===== src/rtl/bit_reverse_pkg.sv =====
// bit_reverse_pkg: shared types and constants for the bit_reverse block.
// Holds the 2-bit permutation mode enum and the byte width.
package bit_reverse_pkg;

  localparam int BYTE_W = 8;

  typedef enum logic [1:0] {
    BIT_REV      = 2'd0,
    BYTE_BIT_REV = 2'd1,
    BYTE_SWAP    = 2'd2,
    PASS         = 2'd3
  } mode_e;

endpackage


===== src/rtl/bit_reverse_core.sv =====
// bit_reverse_core: purely combinational bit/byte permutation network.
// Ports: mode (permutation select), data (input word), result (permuted word).
module bit_reverse_core
  import bit_reverse_pkg::*;
#(
  parameter int WIDTH = 8
) (
  input  mode_e            mode,
  input  logic [WIDTH-1:0] data,
  output logic [WIDTH-1:0] result
);

  localparam int NB = WIDTH / BYTE_W;

  logic [WIDTH-1:0] bit_rev;
  logic [WIDTH-1:0] byte_bit_rev;
  logic [WIDTH-1:0] byte_swap;

  for (genvar i = 0; i < WIDTH; i++) begin : g_bit
    assign bit_rev[i] = data[WIDTH-1-i];
  end

  for (genvar b = 0; b < NB; b++) begin : g_byte
    for (genvar j = 0; j < BYTE_W; j++) begin : g_lane
      assign byte_bit_rev[b*BYTE_W+j] =
        data[b*BYTE_W+BYTE_W-1-j];
    end
    assign byte_swap[b*BYTE_W +: BYTE_W] =
      data[(NB-1-b)*BYTE_W +: BYTE_W];
  end

  always_comb begin
    result = data;
    unique case (mode)
      BIT_REV:      result = bit_rev;
      BYTE_BIT_REV: result = byte_bit_rev;
      BYTE_SWAP:    result = byte_swap;
      PASS:         result = data;
    endcase
  end

endmodule


===== src/rtl/bit_reverse.sv =====
// bit_reverse: registered bit/byte permuter, one-cycle latency, no backpressure.
// Ports: clk, rst_n (async low), in_valid, mode[1:0], in_vector,
// out_valid, out_vector, out_parity (only with BIT_REVERSE_PARITY_EN).
module bit_reverse
  import bit_reverse_pkg::*;
#(
  parameter int WIDTH = 8
) (
  input  logic             clk,
  input  logic             rst_n,
  input  logic             in_valid,
  input  logic [1:0]       mode,
  input  logic [WIDTH-1:0] in_vector,
  output logic             out_valid,
  output logic [WIDTH-1:0] out_vector
`ifdef BIT_REVERSE_PARITY_EN
  ,
  output logic             out_parity
`endif
);

  if (WIDTH < BYTE_W || (WIDTH % BYTE_W) != 0) begin : g_width_chk
    $error("bit_reverse: WIDTH must be a multiple of 8 and >= 8");
  end

  logic [WIDTH-1:0] perm;
  logic [WIDTH-1:0] out_vector_d;
  logic [WIDTH-1:0] out_vector_q;
  logic             out_valid_q;

  bit_reverse_core #(
    .WIDTH (WIDTH)
  ) u_core (
    .mode   (mode_e'(mode)),
    .data   (in_vector),
    .result (perm)
  );

  // Idle cycles keep the last result visible.
  always_comb begin
    out_vector_d = out_vector_q;
    if (in_valid) out_vector_d = perm;
  end

  always_ff @(posedge clk or negedge rst_n) begin
    if (!rst_n) begin
      out_vector_q <= '0;
      out_valid_q  <= 1'b0;
    end else begin
      out_vector_q <= out_vector_d;
      out_valid_q  <= in_valid;
    end
  end

  assign out_vector = out_vector_q;
  assign out_valid  = out_valid_q;

`ifdef BIT_REVERSE_PARITY_EN
  // Parity taken from the next-state word so it always
  // matches the registered vector.
  logic parity_q;

  always_ff @(posedge clk or negedge rst_n) begin
    if (!rst_n) parity_q <= 1'b0;
    else        parity_q <= ^out_vector_d;
  end

  assign out_parity = parity_q;
`endif

endmodule


===== config.mk =====
export PLATFORM = sky130hd
export DESIGN_NAME = bit_reverse
export DESIGN_NICKNAME = d
export VERILOG_FILES = /design/src/rtl/bit_reverse_pkg.sv /design/src/rtl/bit_reverse_core.sv /design/src/rtl/bit_reverse.sv
export SDC_FILE = /design/constraint.sdc
export NUM_CORES = 1
export LEC_CHECK = 0
export BUFFER_PORTS_ARGS = -buffer_cell sky130_fd_sc_hd__buf_4
export CAP_MARGIN = 20
export CORE_AREA = 5 5 42 44
export CTS_BUF_LIST = sky130_fd_sc_hd__clkbuf_4 sky130_fd_sc_hd__clkbuf_8 sky130_fd_sc_hd__clkbuf_16
export CTS_CLUSTER_DIAMETER = 40
export CTS_CLUSTER_SIZE = 40
export DETAILED_ROUTE_END_ITERATION = 10
export DIE_AREA = 0 0 47 49
export SYNTH_ARGS = -nofsm -noshare
export SYNTH_HDL_FRONTEND = slang
export SYNTH_HIERARCHICAL = 1
export SYNTH_SLANG_ARGS = --single-unit

===== constraint.sdc =====
create_clock -name clk -period 0.95 [get_ports clk]
set_input_delay 0.1425 -clock clk [delete_from_list [all_inputs] [get_ports clk]]
set_output_delay 0.1425 -clock clk [all_outputs]
set_load 0.02 [all_outputs]

==> impl_results.md <==
- Reg2reg start: out_vector[3]
- Hold crit path type: in2reg
- Power, Total: 1.16 mW
- Final cell count without fillers: 71
- Status: finished clean
- DR pass1 iterations: 1
- RSZ-0062 raised after global routing: true
- Worst hold start: in_valid
- GRT overflow: 0
- Post-route setup slack: 22.7 ps
- FMAX: 1.08 GHz
- VDD IR max: 0.742 mV
- Layout cells sized above 1: 81.8%
- Comb pwr share: 33.1%
- Final setup fails: 0
- Tmin final: 927 ps
- Syn_nets: 40
- CP delay by family, top: flip-flops
- Leakage: 0.389 nW
- Row count: 14
- R2R cell count: 2
- Crit-path slowest cell: dfrtp_1
- Width of the die: 47 um
- Die Ht: 49 um
- Crit end category: output port
- Met3 usage: approximately 5.5%
- First-pass GRT wire length: between 1000 and 1500 um
- Most crowded layer after global routing: met2
- Seq/Total Area, Yosys: 46.2%
- Inst Count DP: 61
- # clock sinks: 9
- Max_cap viols: 0
- GP Congestion: between 0.6 and 0.7
- Clk buf depth: 2
- CTS tree: built
- Sequential fraction of design power: 39.8%
- Starting Density: 34.8%
- Slew margin rel.: 89.5%
- Part of the cycle the worst path needs: 97.6%
- Setup Skew: 0 ps
- Hold Path Sink: out_valid
- Slew Limit Fails: 0
- Buffer and inverter count on the worst path: 1
- CP max FO: 2
- Final Util: a little over half
- Largest net degree at the start of global routing: 10
- R2r setup slk: 50 ps
- IO buf count: 20
- Clock share of power: 27.2%
- Total negative slack: 0 ps
- Yosys warns: 6
- Count of cell types in the netlist: 3
- # nets final: 69
- Diodes inserted: 0
- Synth Register Bits: 9
- CP max stage delay: 390 ps
- Boundary Pins: 22
- Total number of vias: 313
- Arrival time worst endpoint: 780 ps
- Crit start category: register
- Drt drc: 0
- Met2 Usage GRT: approximately 17%
- End of the worst register-to-register path: out_vector[3]
- Die area: approximately 0.0023 mm2
- Cell-internal power: 0.863 mW
- Final hold violations: 0
- Fillers: 132
- Routed WL per cell: 13.3 um
- Crit-path cells: buf_6
- Worst Path Class, Setup: reg2out
- Vias in the first global route: around 340
- Avg Cell Area, Syn: about 18 um2
- Worst-margin pin slew: around 160 ps
- Dpl hpwl: 758 um
- Detailed Route WL: 947 um
- Met1 Resource Use GR: roughly 7.9%
- Hold Path Stages: 1
- Worst skew pair latency: 260 ps
- Clk slew on worst S/H paths: 60 ps
- Data required, critical path: just over 800 ps
- Initial DRC Count: 0
- Vias per cell: 4.41
- Gate Count Post-Synth: 27
- Synthesized cell area: 488 um2
- GRT Total Usage: 9.01%
- Initial antenna violation count: 0
- Core area: 0.00140 mm2
- PwrDens: 1550 mW/mm2
- Routed Antenna Nets: 0
- Root buffer cell: clkbuf_4
- P_sw: 0.293 mW
- Htree depth: 1
- Sw Ratio: 25.3%
- Number of CTS-inserted buffers: 3
- Pre-CTS setup slack: -82.7 ps
- Syn-to-layout area delta: 52.3%
## kinds of logic (layout without fill, tap and decap cells)
logic type | after synthesis | in the layout | synth area share [%]
muxes | 16 | 16 | 49.2
buffers and inverters | 2 | 30 | 4.62
DFF | 9 | 9 | 46.2
## worst max-delay path by stage
| stage | startpoint | endpoint | slack (ps) | cells after the start |
|---|---|---|---|---|
| global placement | mode[1] | out_vector[0] | -50 | 3 |
| CTS | out_vector[2] | out_vector[2] | 3 | 1 |
| detailed placement | mode[1] | out_vector[2] | -80 | 3 |
| floorplan | mode[1] | out_vector[0] | 20 | 3 |
| finish | out_vector[0] | out_vector[0] | 20 | 1 |
| global route | out_vector[3] | out_vector[3] | -10 | 1 |
## through the flow
step | hold WS (ps) | area [um2]
2_1_floorplan | -153 | 488
3_3_place_gp | -33.6 | 636
3_5_place_dp | -29.6 | 636
4_1_cts | 105 | 702
5_1_grt | 95.3 | 743
6_report | 112 | 743
## power groups by stage
stage	clock network, mW	logic, mW	registers [mW]
after floorplan	0	0.135	0.514
after global placement	0	0.310	0.458
final	0.314	0.382	0.459
after global routing	0.350	0.403	0.464
after detailed placement	0	0.318	0.461
after CTS	0.327	0.350	0.453
## layout make-up
class	instances	area (um2)	area share, %
tap	16	20.0	2.69
multi-input combinational	16	240	32.3
sequential	9	225	30.3
timing repair buffer	26	228	30.6
clock buffer	4	30.0	4.04
## cells in the final DEF (no fill, tap or decap), drive strengths merged
master | Yosys | routed
dfrtp | 9 | 9
dlygate4sd3 | 0 | 1
buf | 2 | 25
mux2 | 16 | 16
clkbuf | 0 | 4
## cells in the mapped netlist (all sizes together)
cell | n | area, um2
buf | 2 | 22.5
mux2 | 16 | 240
dfrtp | 9 | 225
## worst reg2reg max path: cells and delay by family, from the launching register on
family / cells / cell delay [ps]
DFF: 1 / 390
muxes: 1 / 260
buffers and inverters: 1 / 140
## layer usage
metal	vias to the layer above	share of wire [%]
met5	-	0
met4	0	0
met3	0	9.2
met2	14	56
met1	147	35
li1	152	-
## sequential cells by signal (all words and copies together) (netlist names)
signal,flops
out_vector,8
out_valid,1
## repair_timing
action	in CTS	in global routing
resized for setup	1	7
endpoints found under the setup margin	4	8
hold buffers	1	0
setup buffers	3	2
endpoints found under the hold margin	9	0
Power figures use the tool's default switching activity.
